File: src/rtl/draw_pkg.sv
// Shared types and widths for the draw sequencer slice.
// DRAW_TIMEOUT_EN (see draw_sequencer) enables the per-client watchdog.
package draw_pkg;

    localparam int X_W     = 9;
    localparam int Y_W     = 8;
    localparam int COLOR_W = 3;

    typedef enum logic [2:0] {
        ST_IDLE   = 3'd0,
        ST_SCAN   = 3'd1,
        ST_LAUNCH = 3'd2,
        ST_WAIT   = 3'd3,
        ST_DONE   = 3'd4
    } draw_state_t;

    // A single client still needs a one-bit index register.
    function automatic int idx_width(input int n);
        return (n > 1) ? $clog2(n) : 1;
    endfunction

endpackage

File: src/rtl/draw_client_mux.sv
// Picks the selected drawer's pixel fields and strobes out of the packed client buses.
module draw_client_mux
    import draw_pkg::*;
#(
    parameter int NUM_CLIENTS = 4,
    parameter int IDX_W       = 2
) (
    input  logic [IDX_W-1:0]             sel,
    input  logic [NUM_CLIENTS*X_W-1:0]     ix_bus,
    input  logic [NUM_CLIENTS*Y_W-1:0]     iy_bus,
    input  logic [NUM_CLIENTS*COLOR_W-1:0] icolor_bus,
    input  logic [NUM_CLIENTS-1:0]         iwriteEn_bus,
    input  logic [NUM_CLIENTS-1:0]         idone_bus,
    output logic [X_W-1:0]                 sel_x,
    output logic [Y_W-1:0]                 sel_y,
    output logic [COLOR_W-1:0]             sel_color,
    output logic                           sel_write,
    output logic                           sel_done
);

    assign sel_x     = ix_bus[int'(sel) * X_W +: X_W];
    assign sel_y     = iy_bus[int'(sel) * Y_W +: Y_W];
    assign sel_color = icolor_bus[int'(sel) * COLOR_W +: COLOR_W];
    assign sel_write = iwriteEn_bus[sel];
    assign sel_done  = idone_bus[sel];

endmodule

File: src/rtl/draw_sequencer.sv
// Runs enabled sprite drawers one at a time and forwards the active one's pixels to the VGA adapter.
// Optional watchdog per client: define DRAW_TIMEOUT_EN.
module draw_sequencer
    import draw_pkg::*;
#(
    parameter int NUM_CLIENTS    = 4,
    parameter int TIMEOUT_CYCLES = 65535
) (
    input  logic                           iCLOCK_50,
    input  logic                           iresetn,
    input  logic                           istart,
    input  logic [NUM_CLIENTS-1:0]         ienable_mask,
    input  logic [NUM_CLIENTS*X_W-1:0]     ix_bus,
    input  logic [NUM_CLIENTS*Y_W-1:0]     iy_bus,
    input  logic [NUM_CLIENTS*COLOR_W-1:0] icolor_bus,
    input  logic [NUM_CLIENTS-1:0]         iwriteEn_bus,
    input  logic [NUM_CLIENTS-1:0]         idone_bus,
    output logic [NUM_CLIENTS-1:0]         odrawEn_bus,
    output logic [X_W-1:0]                 ox,
    output logic [Y_W-1:0]                 oy,
    output logic [COLOR_W-1:0]             ocolor,
    output logic                           oplot,
    output logic                           obusy,
    output logic                           oDoneSignal,
    output logic                           oerror
);

    localparam int IDX_W = idx_width(NUM_CLIENTS);
    localparam logic [IDX_W-1:0] LAST_IDX = IDX_W'(NUM_CLIENTS - 1);
    localparam logic [IDX_W-1:0] IDX_ONE  = IDX_W'(1);

    draw_state_t            state, state_next;
    logic [IDX_W-1:0]       idx, idx_next;
    logic [NUM_CLIENTS-1:0] mask, mask_next;

    logic [X_W-1:0]     sel_x;
    logic [Y_W-1:0]     sel_y;
    logic [COLOR_W-1:0] sel_color;
    logic               sel_write;
    logic               sel_done;
    logic               timeout;
    logic               client_finished;

    draw_client_mux #(
        .NUM_CLIENTS (NUM_CLIENTS),
        .IDX_W       (IDX_W)
    ) u_mux (
        .sel          (idx),
        .ix_bus       (ix_bus),
        .iy_bus       (iy_bus),
        .icolor_bus   (icolor_bus),
        .iwriteEn_bus (iwriteEn_bus),
        .idone_bus    (idone_bus),
        .sel_x        (sel_x),
        .sel_y        (sel_y),
        .sel_color    (sel_color),
        .sel_write    (sel_write),
        .sel_done     (sel_done)
    );

    // A watchdog expiry advances exactly like a real done.
    assign client_finished = sel_done | timeout;
    assign obusy           = (state != ST_IDLE);

    always_ff @(posedge iCLOCK_50 or negedge iresetn) begin
        if (!iresetn) begin
            state <= ST_IDLE;
            idx   <= '0;
            mask  <= '0;
        end else begin
            state <= state_next;
            idx   <= idx_next;
            mask  <= mask_next;
        end
    end

    always_comb begin
        state_next  = state;
        idx_next    = idx;
        mask_next   = mask;
        odrawEn_bus = '0;
        case (state)
            ST_IDLE: begin
                if (istart) begin
                    mask_next  = ienable_mask;
                    idx_next   = '0;
                    state_next = ST_SCAN;
                end
            end
            ST_SCAN: begin
                if (mask[idx]) begin
                    state_next = ST_LAUNCH;
                end else if (idx == LAST_IDX) begin
                    state_next = ST_DONE;
                end else begin
                    idx_next = idx + IDX_ONE;
                end
            end
            ST_LAUNCH: begin
                odrawEn_bus[idx] = 1'b1;
                state_next       = ST_WAIT;
            end
            ST_WAIT: begin
                if (client_finished) begin
                    if (idx == LAST_IDX) begin
                        state_next = ST_DONE;
                    end else begin
                        idx_next   = idx + IDX_ONE;
                        state_next = ST_SCAN;
                    end
                end
            end
            ST_DONE: begin
                state_next = ST_IDLE;
            end
            default: begin
                state_next = ST_IDLE;
            end
        endcase
    end

    // Pixel fields are captured only while their client owns the port; the done pulse is registered too.
    always_ff @(posedge iCLOCK_50 or negedge iresetn) begin
        if (!iresetn) begin
            ox          <= '0;
            oy          <= '0;
            ocolor      <= '0;
            oplot       <= 1'b0;
            oDoneSignal <= 1'b0;
        end else begin
            oDoneSignal <= (state == ST_DONE);
            if (state == ST_WAIT) begin
                ox     <= sel_x;
                oy     <= sel_y;
                ocolor <= sel_color;
                oplot  <= sel_write;
            end else begin
                oplot  <= 1'b0;
            end
        end
    end

`ifdef DRAW_TIMEOUT_EN
    localparam int CNT_W = $clog2(TIMEOUT_CYCLES + 1);

    logic [CNT_W-1:0] wait_cnt;
    logic             error_q;

    assign timeout = (state == ST_WAIT) && !sel_done &&
                     (wait_cnt == CNT_W'(TIMEOUT_CYCLES - 1));
    assign oerror  = error_q;

    always_ff @(posedge iCLOCK_50 or negedge iresetn) begin
        if (!iresetn) begin
            wait_cnt <= '0;
            error_q  <= 1'b0;
        end else begin
            if (state == ST_LAUNCH) begin
                wait_cnt <= '0;
            end else if (state == ST_WAIT) begin
                wait_cnt <= wait_cnt + CNT_W'(1);
            end
            if (timeout) begin
                error_q <= 1'b1;
            end
        end
    end
`else
    logic unused_timeout_cfg;

    assign unused_timeout_cfg = ^TIMEOUT_CYCLES;
    assign timeout            = 1'b0;
    assign oerror             = 1'b0;
`endif

endmodule
File: config.mk
export PLATFORM = sky130hd
export DESIGN_NAME = draw_sequencer
export DESIGN_NICKNAME = d
export VERILOG_FILES = /design/src/rtl/draw_pkg.sv /design/src/rtl/draw_client_mux.sv /design/src/rtl/draw_sequencer.sv
export SDC_FILE = /design/constraint.sdc
export NUM_CORES = 1
export LEC_CHECK = 0
export CAP_MARGIN = 30
export CORE_MARGIN = 5
export CORE_UTILIZATION = 36
export DETAILED_ROUTE_END_ITERATION = 7
export PLACE_DENSITY = 0.8
export SETUP_SLACK_MARGIN = 0.15
export SYNTH_ARGS = -nofsm -noshare
export SYNTH_HDL_FRONTEND = slang
export SYNTH_SLANG_ARGS = --single-unit
export TNS_END_PERCENT = 50
File: constraint.sdc
create_clock -name iCLOCK_50 -period 2 [get_ports iCLOCK_50]
set_input_delay 0.3 -clock iCLOCK_50 [delete_from_list [all_inputs] [get_ports iCLOCK_50]]
set_output_delay 0.3 -clock iCLOCK_50 [all_outputs]
set_load 0.05 [all_outputs]
# Word level (Yosys, flattened, before mapping)

Cells that the tools add are included.

Register bits: 31
Bits of input ports: 95
Output and inout port bits: 28
Logic and storage cells: 53

$add $sub $neg: 1
Multipliers: 2
$lt $le $gt $ge: 2
Equality and inequality tests: 9
Shifts and indexed selects: 3
Multiplexer cells: 21
Reductions and logical operators: 7

Operators with widths:

| cell                                                                         | count |
|---|---|
| 36-bit by 32-bit indexed part select with 9-bit output                       | 1 |
| 12-bit by 32-bit indexed part select with 3-bit output                       | 1 |
| 32-bit by 6-bit indexed part select with 8-bit output                        | 1 |
| 3-bit two-way mux                                                            | 5 |
| 3-bit one-hot mux with 4 select lines                                        | 1 |
| 2-bit two-way mux                                                            | 4 |
| 1-bit binary-select mux with 2-bit select                                    | 3 |
| 3-bit by 2-bit equality test with 1-bit output, second input constant        | 2 |
| 2-bit by 4-bit multiplier with 6-bit output, second input constant           | 1 |
| 2-bit inequality test, second input constant                                 | 3 |
| 2-bit one-hot mux with 3 select lines                                        | 1 |
| 3-bit nonzero test                                                           | 2 |
| 1-bit two-way mux                                                            | 5 |
| 2-bit by 2-bit multiplier with 4-bit output, second input constant           | 1 |
| 4-bit two-way mux                                                            | 1 |
| 4-bit AND reduction                                                          | 1 |
| 3-bit by 1-bit equality test with 1-bit output, second input constant        | 1 |
| 3-bit equality test, second input constant                                   | 1 |
| 3-bit logical NOT                                                            | 1 |
| 2-bit by 3-bit less-than comparator with 1-bit output, second input constant | 1 |
| 3-bit inequality test, second input constant                                 | 1 |
| 3-bit AND reduction                                                          | 1 |
| 2-bit by 1-bit adder with 2-bit output, second input constant                | 1 |
| 1-bit demux with 2-bit select                                                | 1 |
| other kinds (4)                                                              | 4 |

# Depth between registers and ports, before layout

Depth in word-level cells: 5
Gate-level depth with buffers: 6
Mapped depth without buffers: 5

# Cells and area by module

From an unflattened synthesis, not the netlist that was laid out.

Cells, all modules: 133
Area, all modules: 1931.9 µm²

Modules (own cells, without submodules):

| module          | times used | cells an instance | area each (µm²) | sequential area each (µm²) |
|---|---|---|---|---|
| draw_sequencer  | 1          | 107               | 1396.3          | 775.7 |
| draw_client_mux | 1          | 26                | 535.5           | 0.0 |

# Least setup slack after synthesis

OpenSTA, ideal clock, no wires.

Path type: register -> output
Start point: register idx[1]
End point: output port odrawEn_bus[0]
Arrival time: 1.498 ns
Required time: 1.700 ns
Slack: 0.202 ns
Stages on the path, launching flop included: 6
Path buffers: 2
Cell sequence: dfrtp_1 clkbuf_1 clkbuf_1 inv_1 ha_1 and2_1

Cells in the longest elaborated chain, start to end: 5
Elaborated cells on any way between the ends: 6
Classes of those cells: order compare (2); mux (3); reduce/logical (1)

RTL lines:

| what                                                                                                                                                               | RTL line              | text |
|---|---|---|
| start: declaration                                                                                                                                                 | draw_sequencer.sv:33  | `logic [IDX_W-1:0] idx, idx_next;` |
| start signal: assignment                                                                                                                                           | draw_sequencer.sv:72  | `idx <= idx_next;` |
| 2-bit by 3-bit less-than comparator with 1-bit output (implied by the code) / 2-bit by 1-bit greater-or-equal comparator with 1-bit output (equally long branches) | draw_sequencer.sv:100 | `odrawEn_bus[idx] = 1'b1;` |
| 1-bit logical AND (implied by the code)                                                                                                                            | draw_sequencer.sv:100 |  |
| 1-bit two-way mux (implied by the code)                                                                                                                            | draw_sequencer.sv:100 |  |
| 1-bit demux with 2-bit select *                                                                                                                                    | draw_sequencer.sv:100 |  |
| 4-bit two-way mux *                                                                                                                                                | draw_sequencer.sv:82  | `case (state)` |
| end: declaration                                                                                                                                                   | draw_sequencer.sv:18  | `output logic [NUM_CLIENTS-1:0] odrawEn_bus,` |

Mark *: on every way between the ends. The rest lies on a longest branch, timed or not.

# Worst setup path after layout

Start point: register idx[0]
End point: output port odrawEn_bus[3]

The elaborated chain is that of the path after synthesis.

==> results.md <==
* Final Wtd Congestion at 0.763
* Post-synthesis sequential area ratio at 0.410
* Die W at 82.5 um
* CTS Hold Bufs at 0
* CP max-delay cell: dfrtp_2
* HPWL Detailed at 4.17 mm
* Setup Skew at 0.00793 ns
* Max cap viols at 0
* Boundary pin count at 123
* Layout area overhead at 73.9%
* Final WL at 5.06 mm
* R2R cell count at 4
* Num CTS Buffers at 5
* Netlist Area Pre-Place at 1890 um2
* Via count of the routed design at 1575
* Post-Route Utilization at 0.644
* Worst Path Class, Setup: reg2out
* Chip height at 82.5 um
* Share of layout cells above drive strength 1 at 0.283
* Unrepaired setup endpoints after global routing: no
* Initial antenna violation count at 0
* Port Buf Inserts at 121
* Endpoints failing setup at 0
* Worst slew pin tran at 0.525 ns
* Reg clk slew, reported paths at 0.07 ns
* Seq cells post-synth at 31
* Drt pass-1 iters at 4
* # DRC at 0
* Min Tclk post-route at 1.77 ns
* Initial Util at 0.370
* Worst setup SP type: flop
* Syn nets at 228
* Remaining Overflow, GRT at 0
* Pwr Density at 1500 nW/um2
* Synth unique cells at 25
* Max Transition Viols Final at 0
* CP max FO at 8
* TNS Setup at 0 ns
* Crit path cell chain: buf_4, ha_1, and2_1, buf_12
* DRT iter0 DRCs at 29
* Tot Pwr at 4.92 mW
* Fin. Hold Viols at 0
* WL/cell at 15.6 um
* Max frequency at 566 MHz
* Clk buf depth at 2
* Clock Latency Late Sink at 0.28 ns
* FP Rows at 26
* GRT Overall Usage at 0.150
* Core footprint at 5110 um2
* Antenna Cells at 0
* Syn avg cell area at 14.7 um2
* WP data required at 1.70 ns
* CTS tree: done
* Worst setup path startpoint: idx[0]
* Final worst path period share at 0.883
* Clk root buf: clkbuf_8
* R2R Path Start: idx[0]
* Worst Path Arrival at 1.47 ns
* Yosys warning total at 0
* Num Clock Sinks at 31
* Routed Antenna Nets at 0
* Post-synthesis instance total at 129
* Slowest Stage Delay on Critical Path at 0.42 ns
* Slew headroom at 0.649
* Vias/cell at 4.86
* P_leak at 1.29 nW
* First-pass GRT wire length at 7.58 mm
* Vias in the first global route at 1690
* VDD IR max at 0.717 mV
* Status: finished clean
* # H-tree levels at 2
* Hold Crit Class: in2async
* Critical Path End Type: output port
* Die area at 6800 um2
* Final net count at 352
* Largest net degree at the start of global routing at 32
-- report_power, final --
group,switching (mW),internal [mW]
registers,0.203,0.954
logic,1.71,1.59
clock network,0.217,0.244
-- worst paths after layout --
path / end / slack [ns]
min reg2reg: ox[8] / 0.50
min: ocolor[0] / 0.43
max: odrawEn_bus[3] / 0.23
max in group asynchronous: idx[0] / 1.26
min in group iCLOCK_50: ox[8] / 0.50
max reg2reg: oy[2] / 0.30
-- routing by layer --
layer / share of wire / GRT usage / routed length, um
met1: 0.35 / 0.166 / 1770
met2: 0.56 / 0.271 / 2820
met3: 0.086 / 0.0521 / 436
met4: 0.0067 / 0.0449 / 34
met5: 0 / 0 / 0
-- worst max-delay path: cells and delay by family, from the launching register on --
family	cells	cell delay (ns)
adders and majority gates	1	0.26
buffers and inverters	2	0.34
DFF	1	0.42
and+or+nand+nor	1	0.18
-- state kept, by name, summed over array words and instances, names as in the netlist --
name         count
oy               8
oplot            1
oDoneSignal      1
state            3
ox               9
mask             4
idx              2
ocolor           3
-- cell type report --
type                            instances  area [um2]
Fill cell                             429        1820
Clock inverter                          1        5.00
Timing Repair Buffer                  128        1280
Multi-Input combinational cell         83        1050
Sequential cell                        31         778
Tap cell                               70        87.6
Clock buffer                            7        76.3
Inverter                                4        15.0
-- timing repair --
item	in CTS	in global routing
endpoints found under the setup margin	4	4
resized for setup	1	3
setup buffers	0	0
-- cells by family (layout without fill, tap and decap cells) --
group | count (synthesis) | count (layout) | synth area share
fa+ha+maj | 4 | 4 | 0.0265
buf+inv | 15 | 140 | 0.0390
compound gates | 7 | 7 | 0.0251
mux | 49 | 49 | 0.428
simple gates | 22 | 22 | 0.0695
other cells | 1 | 1 | 0.00198
flops | 31 | 31 | 0.410
-- cells in the final DEF (no fill, tap or decap), types with 2 or more instances in the layout --
cell             netlist  layout
a21oi_1                3       3
and2_1                 4       4
buf_12                 0       2
buf_4                  2       9
clkbuf_1               6       2
clkbuf_8               0       5
clkdlybuf4s50_1        0     116
dfrtp_1               31      29
dfrtp_2                0       2
ha_1                   4       4
inv_1                  4       3
mux2_2                24      24
mux2i_1                2       2
mux4_2                23      23
nand2_1                5       5
nor2_1                 3       3
nor3_1                 3       3
nor3b_1                3       2
-- metrics by stage --
step                      worst slack [ns]  area (um2)  hold slack (ns)  cells
final                                0.234        3290            0.428    324
after floorplan                      0.202        1890          0.00441    129
after global routing                 0.158        3290            0.460    324
after global placement               0.310        3200            0.487    316
after detailed placement             0.278        3200            0.492    316
after CTS                            0.203        3280            0.434    324
-- synthesized netlist by cell type --
cell type,number,share of area
ha_1,4,0.026
or3_1,1,0.0033
buf_2,2,0.0053
o21ai_0,1,0.0026
clkbuf_1,6,0.012
nor2_1,3,0.0060
nand2_1,5,0.0099
buf_6,1,0.0060
and2_1,4,0.013
a311oi_1,1,0.0046
dfrtp_1,31,0.41
conb_1,1,0.0020
mux2_2,24,0.14
mux4_2,23,0.27
mux2i_1,2,0.011
nor3_1,3,0.0079
or2_2,1,0.0033
nor2b_1,1,0.0033
nor3b_1,3,0.012
inv_1,4,0.0079
a31oi_1,1,0.0033
a211oi_2,1,0.0066
nand3b_4,1,0.011
a21oi_1,3,0.0079
buf_4,2,0.0079
No activity file was read; power rests on OpenSTA's default activity.
==> RTL change, RTL diff (same flow settings) <==
Encoding of `draw_state_t`: now one-hot (5 bits for 5 states).
--- a/src/rtl/draw_pkg.sv
+++ b/src/rtl/draw_pkg.sv
@@ -8,8 +8,8 @@
 
-    typedef enum logic [2:0] {
-        ST_IDLE   = 3'd0,
-        ST_SCAN   = 3'd1,
-        ST_LAUNCH = 3'd2,
-        ST_WAIT   = 3'd3,
-        ST_DONE   = 3'd4
+    typedef enum logic [4:0] {
+        ST_IDLE   = 5'b00001,
+        ST_SCAN   = 5'b00010,
+        ST_LAUNCH = 5'b00100,
+        ST_WAIT   = 5'b01000,
+        ST_DONE   = 5'b10000
     } draw_state_t;
Check against the original RTL: no difference found for any inputs over 10 cycles, from zero or initial values and one cycle with iresetn low; not proved beyond that.
==> RTL change against the original RTL <==
- sequential cell count rose by 2
- global-route usage up 0.48 points
- area after synthesis rose by 6.4%
- critical endpoint is now odrawEn_bus[0]
- total power shrank 24%
- sequential power down 7%
- routed wire length grew 6.7%
- register-to-register slack worse by 230 ps
- largest cell class unchanged
- synthesized cell count is 3.9% higher
- utilization increased by 0.48 points
- highest routed layer unchanged
- worst setup slack got worse by 210 ps
- cell area rose by 8.0%
- maximum frequency decreased by 11%
==> RTL change: results (changes against the original RTL) <==
Multi-In Gates 86 (was 83); multiplexer area fraction after synthesis 41.36% (was 42.75%); crit path to odrawEn_bus[0] (was odrawEn_bus[3]); Clock power frac 14.8% (was 9.4%); Seq/Total Area, Yosys 41.11% (was 41.03%); Worst Slack Setup Final 20.30 ps (was 234.0 ps); number of global-route vias before repair 1,816 (was 1,690); Fillers 451 (was 429); nets@finish 366 (was 352); Signal buf overhead 38.46% (was 38.93%); leak pwr 1.421 nW (was 1.289 nW); Worst Path Arrival 1680 ps (was 1470 ps); first-iteration detailed-routing DRC count 34 (was 29); clock tree cell share of total cell area 2.855% (was 2.473%); Power Density 1056 nW/um^2 (was 1496 nW/um^2); Area after DPL 3348 sq um (was 3197 sq um); total combinational power 2.11 mW (was 3.30 mW); Slew headroom 49.62% (was 64.89%); post-DP HPWL 4424 um (was 4173 um); Syn Nets 233 (was 228); multi-input logic area 1146 sq um (was 1046 sq um); Yosys cell types 35 (was 25); Peak VDD IR 0.6175 mV (was 0.7168 mV); first-pass GRT wire length 8756 um (was 7583 um); Clock Skew 6.788 ps (was 7.928 ps); Area contributors post-synth dfrtp_1 (40%), mux4_2 (20%), mux2_1 (13%), mux4_1 (6.5%), ha_1 (2.5%) (was dfrtp_1 (41%), mux4_2 (27%), mux2_2 (14%), ha_1 (2.6%), and2_1 (1.3%)); status complete, no violations (unchanged); pin count of the biggest net entering global routing 34 (was 32); Synth Area in Adders 2.488% (was 2.647%); top post-synthesis cells by count dfrtp_1 (32), mux2_1 (24), mux4_2 (18) (was dfrtp_1 (31), mux2_2 (24), mux4_2 (23)); Inverters 5 (was 4); Syn Area/Cell 15.01 sq um (was 14.66 sq um); top flop regs ox x9, oy x8, state x5 (was ox x9, oy x8, mask x4); WHS 77.98 ps (was 427.6 ps); xor and xnor area share after synthesis 0.4353% (was 0%); Cells after DPL 328 (was 316); crit-path max FO 5 (was 8); dpl ws -159.8 ps (was 277.9 ps); worst reg-to-reg setup slack 70 ps (was 300 ps); Worst Setup SP state[0]$_DFFE_PN1P_ (was idx[0]$_DFFE_PN0P_); Reg2Reg Depth 5 (was 4); count of clock-net buffers in the final layout 7 (unchanged); area of all sequential standard cells 828.3 sq um (was 778.2 sq um); fin cells 340 (was 324); clock sink total 33 (was 31); Compound-Gate Fraction of Synth Area 3.047% (was 2.515%); post-DR wirelength/cell 15.88 um (was 15.62 um); Plain + repair buffers 136 (was 128)
RTL change: changes by cell type in the layout (fill, tap and decap cells not counted), sizes merged, moves of 2 or more:
cell / unedited run / this run
a21oi: 3 / 1
buf: 12 / 21
nand2b: 0 / 4
nor2: 3 / 1
nor3: 3 / 1
nor3b: 3 / 1
nor4: 0 / 2
RTL change: critical path, cell delays in order, from the launching register on:
cell	delay, ps
dfstp_2	390
or3_4	400
nor3b_4	210
buf_6	130
and2_4	130
buf_8	140
RTL change: repair_timing:
action	in CTS	in global routing
setup buffers	1	3
hold endpoints to repair	0	0
gates resized for setup	10	8
pin swaps	5	0
setup endpoints to repair	7	27
RTL change: per-layer routing:
metal	up-vias	wire length [um]	global-route usage [%]
met5	-	0	0
met1	830	2125	17.01
li1	782	-	-
met4	0	58	3.885
met2	78	2779	28.33
met3	5	436	5.594
